`config.mk`:
```
export PLATFORM = sky130hd
export DESIGN_NAME = screen_xfade_mux
export DESIGN_NICKNAME = d
export VERILOG_FILES = /design/src/rtl/screen_pkg.sv /design/src/rtl/xfade_blend.sv /design/src/rtl/screen_xfade_mux.sv
export SDC_FILE = /design/constraint.sdc
export NUM_CORES = 1
export LEC_CHECK = 0
export CAP_MARGIN = 10
export CORE_UTILIZATION = 54
export DETAILED_ROUTE_END_ITERATION = 10
export DONT_BUFFER_PORTS = 1
export PLACE_DENSITY = 0.74
export SYNTH_ARGS = -nofsm -noshare
export SYNTH_HDL_FRONTEND = slang
export SYNTH_SLANG_ARGS = --single-unit
```
`constraint.sdc`:
```
create_clock -name clk -period 0.94 [get_ports clk]
set_input_delay 0.047 -clock clk [delete_from_list [all_inputs] [get_ports clk]]
set_output_delay 0.047 -clock clk [all_outputs]
set_load 0.005 [all_outputs]
```
`src/rtl/screen_pkg.sv`:
```
// rtl/screen_pkg.sv - shared types and screen index constants for the screen cross-fade mux
//
// Contents:
//   rgb_t         12-bit packed RGB pixel (4 bits per channel, R in [11:8])
//   chan_t        single 4-bit colour channel
//   screen_id_t   well-known screen source indices
//   xfade_state_t cross-fade controller states

package screen_pkg;

    typedef logic [11:0] rgb_t;
    typedef logic [3:0]  chan_t;

    typedef enum logic [2:0] {
        SCR_MENU  = 3'd0,
        SCR_GAME  = 3'd1,
        SCR_OVER  = 3'd2,
        SCR_PAUSE = 3'd3
    } screen_id_t;

    typedef enum logic {
        IDLE = 1'b0,
        FADE = 1'b1
    } xfade_state_t;

endpackage

```
`src/rtl/xfade_blend.sv`:
```
// rtl/xfade_blend.sv - combinational single-channel linear blender
//
// blend_px = (old_px * (2**FADE_LOG2 - alpha) + new_px * alpha) >> FADE_LOG2
//
// Ports:
//   old_px   in   4            outgoing screen channel value
//   new_px   in   4            incoming screen channel value
//   alpha    in   FADE_LOG2+1  weight of new_px, 0..2**FADE_LOG2
//   blend_px out  4            blended channel, truncated (no rounding)

module xfade_blend
    import screen_pkg::*;
#(
    parameter int FADE_LOG2 = 4
) (
    input  chan_t              old_px,
    input  chan_t              new_px,
    input  logic [FADE_LOG2:0] alpha,
    output chan_t              blend_px
);

    localparam int                 AW         = FADE_LOG2 + 1;
    localparam int                 W          = 4 + FADE_LOG2 + 1;
    localparam logic [AW-1:0]      FADE_MAX_A = AW'(2 ** FADE_LOG2);

    logic [AW-1:0] inv_alpha;
    logic [W-1:0]  prod_old;
    logic [W-1:0]  prod_new;
    logic [W-1:0]  sum;

    // The two weights always add up to FADE_MAX, so the sum never exceeds
    // 15 * FADE_MAX and fits in W bits without overflow.
    assign inv_alpha = FADE_MAX_A - alpha;
    assign prod_old  = W'(old_px) * W'(inv_alpha);
    assign prod_new  = W'(new_px) * W'(alpha);
    assign sum       = prod_old + prod_new;
    assign blend_px  = chan_t'(sum >> FADE_LOG2);

endmodule

```
`src/rtl/screen_xfade_mux.sv`:
```
// rtl/screen_xfade_mux.sv - frame-synchronous screen selector with optional cross-fade
//
// Build option: define SCREEN_XFADE_EN for the cross-fade; without it a
// request switches screens hard on the next frame_tick.
//
// Ports:
//   clk        in   1             pixel clock
//   rst_n      in   1             synchronous active-low reset
//   state      in   SEL_W         requested screen index (out-of-range ignored)
//   frame_tick in   1             one-cycle pulse per frame
//   rgb_src    in   N_SCREENS*12  per-screen pixel, aligned to this cycle
//   rgb_out    out  12            blended pixel, 2 cycles after rgb_src
//   busy       out  1             transition in progress or pending
//   cur_sel    out  SEL_W         screen faded in or fading in

module screen_xfade_mux
    import screen_pkg::*;
#(
    parameter int N_SCREENS = 4,
    parameter int FADE_LOG2 = 4,
    parameter int SEL_W     = $clog2(N_SCREENS)
) (
    input  logic                       clk,
    input  logic                       rst_n,
    input  logic [SEL_W-1:0]           state,
    input  logic                       frame_tick,
    input  logic [N_SCREENS-1:0][11:0] rgb_src,
    output logic [11:0]                rgb_out,
    output logic                       busy,
    output logic [SEL_W-1:0]           cur_sel
);

    localparam int            AW         = FADE_LOG2 + 1;
    localparam logic [AW-1:0] FADE_MAX_A = AW'(2 ** FADE_LOG2);

    // Compare-based mux so SEL_W may be wider than needed for N_SCREENS.
    function automatic rgb_t pick(input logic [N_SCREENS-1:0][11:0] src,
                                  input logic [SEL_W-1:0]           sel);
        rgb_t r;
        r = '0;
        for (int i = 0; i < N_SCREENS; i++) begin
            if (sel == SEL_W'(i)) r = src[i];
        end
        return r;
    endfunction

    logic             req_ok;
    logic [SEL_W-1:0] cur_nxt;
    logic [SEL_W-1:0] pend_sel;
    logic [SEL_W-1:0] pend_sel_nxt;
    logic             pend_v;
    logic             pend_v_nxt;
    logic [AW-1:0]    alpha;
    rgb_t             new_q;

    assign req_ok = (32'(state) < N_SCREENS);

`ifdef SCREEN_XFADE_EN

    xfade_state_t     fsm;
    xfade_state_t     fsm_nxt;
    logic [SEL_W-1:0] prev_sel;
    logic [SEL_W-1:0] prev_nxt;
    logic [AW-1:0]    alpha_nxt;
    logic [AW-1:0]    alpha_q;
    rgb_t             old_q;
    rgb_t             blend_px;

    always_ff @(posedge clk) begin
        if (!rst_n) begin
            fsm      <= IDLE;
            cur_sel  <= SEL_W'(SCR_MENU);
            prev_sel <= SEL_W'(SCR_MENU);
            pend_sel <= '0;
            pend_v   <= 1'b0;
            alpha    <= FADE_MAX_A;
        end else begin
            fsm      <= fsm_nxt;
            cur_sel  <= cur_nxt;
            prev_sel <= prev_nxt;
            pend_sel <= pend_sel_nxt;
            pend_v   <= pend_v_nxt;
            alpha    <= alpha_nxt;
        end
    end

    always_comb begin
        fsm_nxt      = fsm;
        cur_nxt      = cur_sel;
        prev_nxt     = prev_sel;
        pend_sel_nxt = pend_sel;
        pend_v_nxt   = pend_v;
        alpha_nxt    = alpha;
        case (fsm)
            IDLE: begin
                // frame_tick is deliberately ignored here, so a tick in the
                // acceptance cycle does not advance the new fade.
                if (req_ok && (state != cur_sel)) begin
                    prev_nxt  = cur_sel;
                    cur_nxt   = state;
                    alpha_nxt = '0;
                    fsm_nxt   = FADE;
                end
            end
            FADE: begin
                if (frame_tick && (alpha == FADE_MAX_A - AW'(1))) begin
                    if (pend_v) begin
                        // Chain straight into the queued fade; the request
                        // is consumed on this edge.
                        prev_nxt   = cur_sel;
                        cur_nxt    = pend_sel;
                        alpha_nxt  = '0;
                        pend_v_nxt = 1'b0;
                    end else begin
                        alpha_nxt = FADE_MAX_A;
                        fsm_nxt   = IDLE;
                    end
                end else begin
                    if (frame_tick) alpha_nxt = alpha + AW'(1);
                    // Latest request wins; asking for the screen already
                    // fading in cancels anything queued.
                    if (req_ok) begin
                        pend_sel_nxt = state;
                        pend_v_nxt   = (state != cur_sel);
                    end
                end
            end
            default: fsm_nxt = IDLE;
        endcase
    end

    assign busy = (fsm != IDLE) | pend_v;

    // Stage 1 samples the selects and alpha alongside their own pixels.
    always_ff @(posedge clk) begin
        if (!rst_n) begin
            old_q   <= '0;
            new_q   <= '0;
            alpha_q <= FADE_MAX_A;
            rgb_out <= '0;
        end else begin
            old_q   <= pick(rgb_src, prev_sel);
            new_q   <= pick(rgb_src, cur_sel);
            alpha_q <= alpha;
            rgb_out <= blend_px;
        end
    end

    for (genvar c = 0; c < 3; c++) begin : g_chan
        xfade_blend #(
            .FADE_LOG2 (FADE_LOG2)
        ) u_blend (
            .old_px   (old_q[4*c +: 4]),
            .new_px   (new_q[4*c +: 4]),
            .alpha    (alpha_q),
            .blend_px (blend_px[4*c +: 4])
        );
    end

`else

    logic unused_alpha;

    // Without the fade, weight stays at full scale; kept for observability.
    assign alpha        = FADE_MAX_A;
    assign unused_alpha = ^alpha;

    always_ff @(posedge clk) begin
        if (!rst_n) begin
            cur_sel  <= SEL_W'(SCR_MENU);
            pend_sel <= '0;
            pend_v   <= 1'b0;
        end else begin
            cur_sel  <= cur_nxt;
            pend_sel <= pend_sel_nxt;
            pend_v   <= pend_v_nxt;
        end
    end

    // Requests wait for a frame boundary so the switch never tears.
    always_comb begin
        cur_nxt      = cur_sel;
        pend_sel_nxt = pend_sel;
        pend_v_nxt   = pend_v;
        if (frame_tick && pend_v) begin
            cur_nxt    = pend_sel;
            pend_v_nxt = 1'b0;
        end else if (req_ok) begin
            pend_sel_nxt = state;
            pend_v_nxt   = (state != cur_sel);
        end
    end

    assign busy = pend_v;

    // Two register stages keep the same latency as the fading build.
    always_ff @(posedge clk) begin
        if (!rst_n) begin
            new_q   <= '0;
            rgb_out <= '0;
        end else begin
            new_q   <= pick(rgb_src, cur_sel);
            rgb_out <= new_q;
        end
    end

`endif

endmodule

```
Word-level counts from Yosys, hierarchy flattened
Index checks and enable logic that the tools add are counted.
- equal/unequal tests: 4
- muxes and demuxes: 4
- bitwise logic cells: 1
- reduce and logical (&&, ||, !) cells: 3
- operators by type and width (kind ; number):
    12-bit 2-to-1 mux ; 4
    2-bit equality test (second input constant) ; 2
    2-bit by 1-bit equality test with 1-bit output (second input constant) ; 1
    2-bit logical NOT ; 1
    2-bit != test ; 1
    2-bit OR reduction ; 1
    1-bit logical AND ; 1
    1-bit NOT ; 1
- register bits: 29
- input bits: 53
- output and inout port bits: 15
- word-level logic and storage cells: 17

Depth between registers and ports, before layout
- word-level depth: 5
- gate-level depth with buffers: 4
- depth with buffers taken out: 2

Worst setup path after synthesis
OpenSTA, ideal clock, no wires.
- kind: flip-flop to flip-flop
- from: register cur_sel[0]
- to: register new_q[1]
- library setup time: 0.123 ns
- arrival: 0.893 ns
- required time: 0.817 ns
- setup slack: -0.077 ns
- stages on the path, launching flop included: 5
- period minus slack after synthesis: 1.017 ns
- cell sequence: dfxtp_1 buf_6 buf_8 mux2i_1 o22ai_1
- cells in the longest elaborated chain, start to end: 5
- elaborated cells between the ends (all ways): 8
- ends and longest elaborated chain (item ; line ; source):
    start: declaration ; screen_xfade_mux.sv:30 ; output logic [SEL_W-1:0] cur_sel
    start signal: assignment ; screen_xfade_mux.sv:170 ; cur_sel <= SEL_W'(SCR_MENU);
    start signal: assignment ; screen_xfade_mux.sv:174 ; cur_sel <= cur_nxt;
    2-bit logical NOT ; screen_xfade_mux.sv:42 ; if (sel == SEL_W'(i)) r = src[i];
    12-bit 2-to-1 mux (3 in series) ; screen_xfade_mux.sv:42 ;
    12-bit 2-to-1 mux (*) ; screen_xfade_mux.sv:42 ;
    end signal: assignment ; screen_xfade_mux.sv:202 ; new_q <= pick(rgb_src, cur_sel);
    end: declaration ; screen_xfade_mux.sv:54 ; rgb_t new_q;
Mark *: on every way between the ends. The rest lies on a longest branch, timed or not.
A chain may end at the register's enable or synchronous reset.

Worst setup path after layout
- from: register cur_sel[0]
- to: register new_q[7]
Same word-level chain as after synthesis.

==> reports/qor.txt <==
via count = 1130
switching power share of the total = 26.9%
first-pass GRT wire length = 5.24 mm
clock sink count = 29
metal2 WL = 2.12 mm
HPWL Detailed = 1.44 mm
footprint of the multi-input gates = 587 um^2
postcts setup bufs = 0
crit-path max FO = 11
DRT iter0 DRCs = 53
P per Cell Area = 1350 nW/um^2
RR Endpoint = new_q[7]
WP data arrival = 1.33 ns
WP data required = 1.17 ns
Buf+Inv Stages, Crit Path = 1
Worst Tran Pin Value = 0.561 ns
Fin. Hold Viols = 0
die height = 48.3 um
Hold Path Sink = pend_sel[1]
Total Wirelength = 4.24 mm
final net count = 210
hold_sp = frame_tick
CTS clk-pin slew, worst paths = 0.10 ns
I/O Buffers = 0
H-tree levels = 2
largest net degree at the start of global routing = 18
GRT Total Usage = 35.7%
Inserted Clock Buffers = 5
Setup WS post-layout = -0.164 ns
crit start category = flip-flop
mux contribution to synthesized area = 20.8%
clock power share = 29.8%
distinct cell type count after synthesis = 17
worst r2r path cells = 3
post-route met1 wirelength = 1.52 mm
Layout area overhead = 61.3%
Initial Util = 58.3%
Slew HR = 62.5%
Pins Over Slew Limit = 0
number of diodes = 0
vias in the first global route = 1107
Max Cap Violations = 0
IO Pins = 68
Leak Pwr = 0.697 nW
Synth Area in Adders = 0%
Switch Pwr = 0.678 mW
Fin Hold WS = 0.0189 ns
Worst Hold Class = input port to flip-flop
setup_tns = -1.50 ns
Clock Latency Late Sink = 0.34 ns
Flop pwr share = 53.1%
CORE AREA = 1980 um^2
Syn. warnings = 0
Max Buffers Root-to-Sink = 2
Setup Viol. Count Final = 15
DRC = 0
Syn Area/Cell = 11.7 um^2
crit path capture type = flip-flop
global placer's final weighted congestion = 0.632
sequential share of the synthesized area = 50.2%
post-route clock skew = 0.0122 ns
DR vias/cell = 6.11
metal3 WL = 424 um
slowest cell delay on critical path = 0.42 ns
Synth Area in Compound Gates = 13.0%
largest family of logic cells by synthesized area = multiplexers
First-pass DRT Iterations = 5
FF+latch count, synth = 29
RSZ-0062 raised after global routing = true
Highest Clock Rate = 906 MHz
Cells after Synth = 99
share of cells above drive strength 1 = 17.7%
register area = 586 um^2
simple-gate share of the synthesized area = 8.66%
VDD IR max = 1.92 mV
fin crit share = 117%
Internal = 1.85 mW
status = complete, but fails checks
final global-route overflow total = 0
post-route ant nets = 0
antenna violations before repair = 0
Routed WL per cell = 22.9 um
combinational cell fraction of total power = 17.1%
r2r startpoint = cur_sel[0]
Std-Cell Rows = 16
CTS tree = built
Crit path max-delay family = flip-flops
hold depth = 2
Post-Syn Area = 1160 um^2
CP Cell Sequence = buf_12 > mux2i_1 > o22ai_1
FILL cells = 54
Worst Setup Path Type = flip-flop to flip-flop
DIE WIDTH = 48.3 um
uppermost layer routed = met4
Mapped Nets = 152
r2r setup slk = -0.16 ns
failing checks = setup timing
Clock Tree Root = clkbuf_4
Die ar. = 2330 um^2
fin crit period = 1.10 ns
Slowest-stage cell, CP = dfxtp_4
xor-xnor portion of the synthesized cell area = 1.52%
registers in the layout, indices dropped and copies added (netlist names):
register and flops:
busy 1, cur_sel 2, new_q 12, pend_sel 2, rgb_out 12
power by group through the flow:
stage / sequential (mW) / combinational (mW) / clock [mW]
CTS: 1.33 / 0.352 / 0.705
floorplan: 1.35 / 0.147 / 0
detailed placement: 1.36 / 0.159 / 0
global route: 1.35 / 0.449 / 0.816
finish: 1.34 / 0.431 / 0.753
global placement: 1.36 / 0.152 / 0
kinds of logic after synthesis:
kind of cell / count (synthesis)
and+or+nand+nor: 16
xor gates and xnor gates: 2
DFF: 29
AOI/OAI and AO/OA: 21
muxes: 24
buffers and inverters: 7
worst register-to-register path: stages (launching register included):
cell	delay, ns
dfxtp_4	0.42
buf_12	0.16
mux2i_1	0.29
o22ai_1	0.12
metrics by stage:
step | power (mW) | worst slack, ns | utilization [%] | cells | cell area (um^2)
3_5_place_dp | 1.52 | -0.0449 | 59.7 | 124 | 1180
3_3_place_gp | 1.51 | -0.00651 | 59.7 | 124 | 1180
4_1_cts | 2.39 | -0.0609 | 90.4 | 185 | 1790
5_1_grt | 2.62 | -0.178 | 94.1 | 185 | 1860
2_1_floorplan | 1.50 | -0.0352 | - | 99 | 1160
6_report | 2.53 | -0.164 | 94.1 | 185 | 1860
how the worst max path moves through the flow:
stage / from / to / cells past startpoint
final: cur_sel[0] / new_q[7] / 3
after global routing: cur_sel[0] / new_q[10] / 3
after CTS: cur_sel[0] / new_q[11] / 3
after detailed placement: cur_sel[0] / new_q[11] / 3
after global placement: cur_sel[0] / new_q[9] / 3
after floorplan: cur_sel[0] / new_q[1] / 4
layout make-up:
class | instances | area share [%]
clock buffer | 6 | 2.21
clock inverter | 2 | 0.537
inverter | 1 | 0.201
multi-input combinational | 63 | 31.5
sequential | 29 | 31.4
tap | 27 | 1.81
timing repair buffer | 57 | 32.3
cell usage in the layout (no fill, tap or decap):
cell	synthesis	routed
a21boi_0	4	2
buf_12	1	2
dfxtp_1	29	27
inv_1	1	1
clkinv_2	0	2
dfxtp_4	0	1
o22ai_1	12	10
buf_4	1	2
a21boi_1	0	1
mux2i_1	24	16
mux2i_2	0	6
dlygate4sd3_1	0	52
clkbuf_1	0	1
o22ai_2	0	2
buf_16	0	1
o21a_1	4	4
mux2i_4	0	2
a221oi_2	1	1
and3_1	2	2
xnor2_1	2	1
nand2b_2	1	1
clkbuf_4	0	5
dfxtp_2	0	1
nand2_1	1	1
xnor2_2	0	1
a21boi_4	0	1
and2_1	12	12
timing repair:
item                                    CTS  global route
cloned                                    1             0
pin swaps                                 1             3
gates resized for setup                   4            16
hold buffers                             52             0
endpoints found under the hold margin    29             0
endpoints found under the setup margin   12            18
metal layers:
metal	vias up	GRT usage, %
li1	467	-
met1	549	38.6
met2	96	54.9
met3	18	14.8
met4	0	27.8
met5	-	0
cell usage after synthesis:
library cell	n	share of area, %
buf_4	1	0.65
a21boi_0	4	2.6
buf_2	2	0.87
a221oi_2	1	1.3
mux2i_1	24	21
nand2b_2	1	0.76
and2_1	12	6.5
and3_1	2	1.1
buf_8	1	1.3
inv_1	1	0.32
nand2_1	1	0.32
xnor2_1	2	1.5
o22ai_1	12	6.5
buf_6	1	0.97
dfxtp_1	29	50
buf_12	1	1.7
o21a_1	4	2.6
Power figures use the tool's default switching activity.
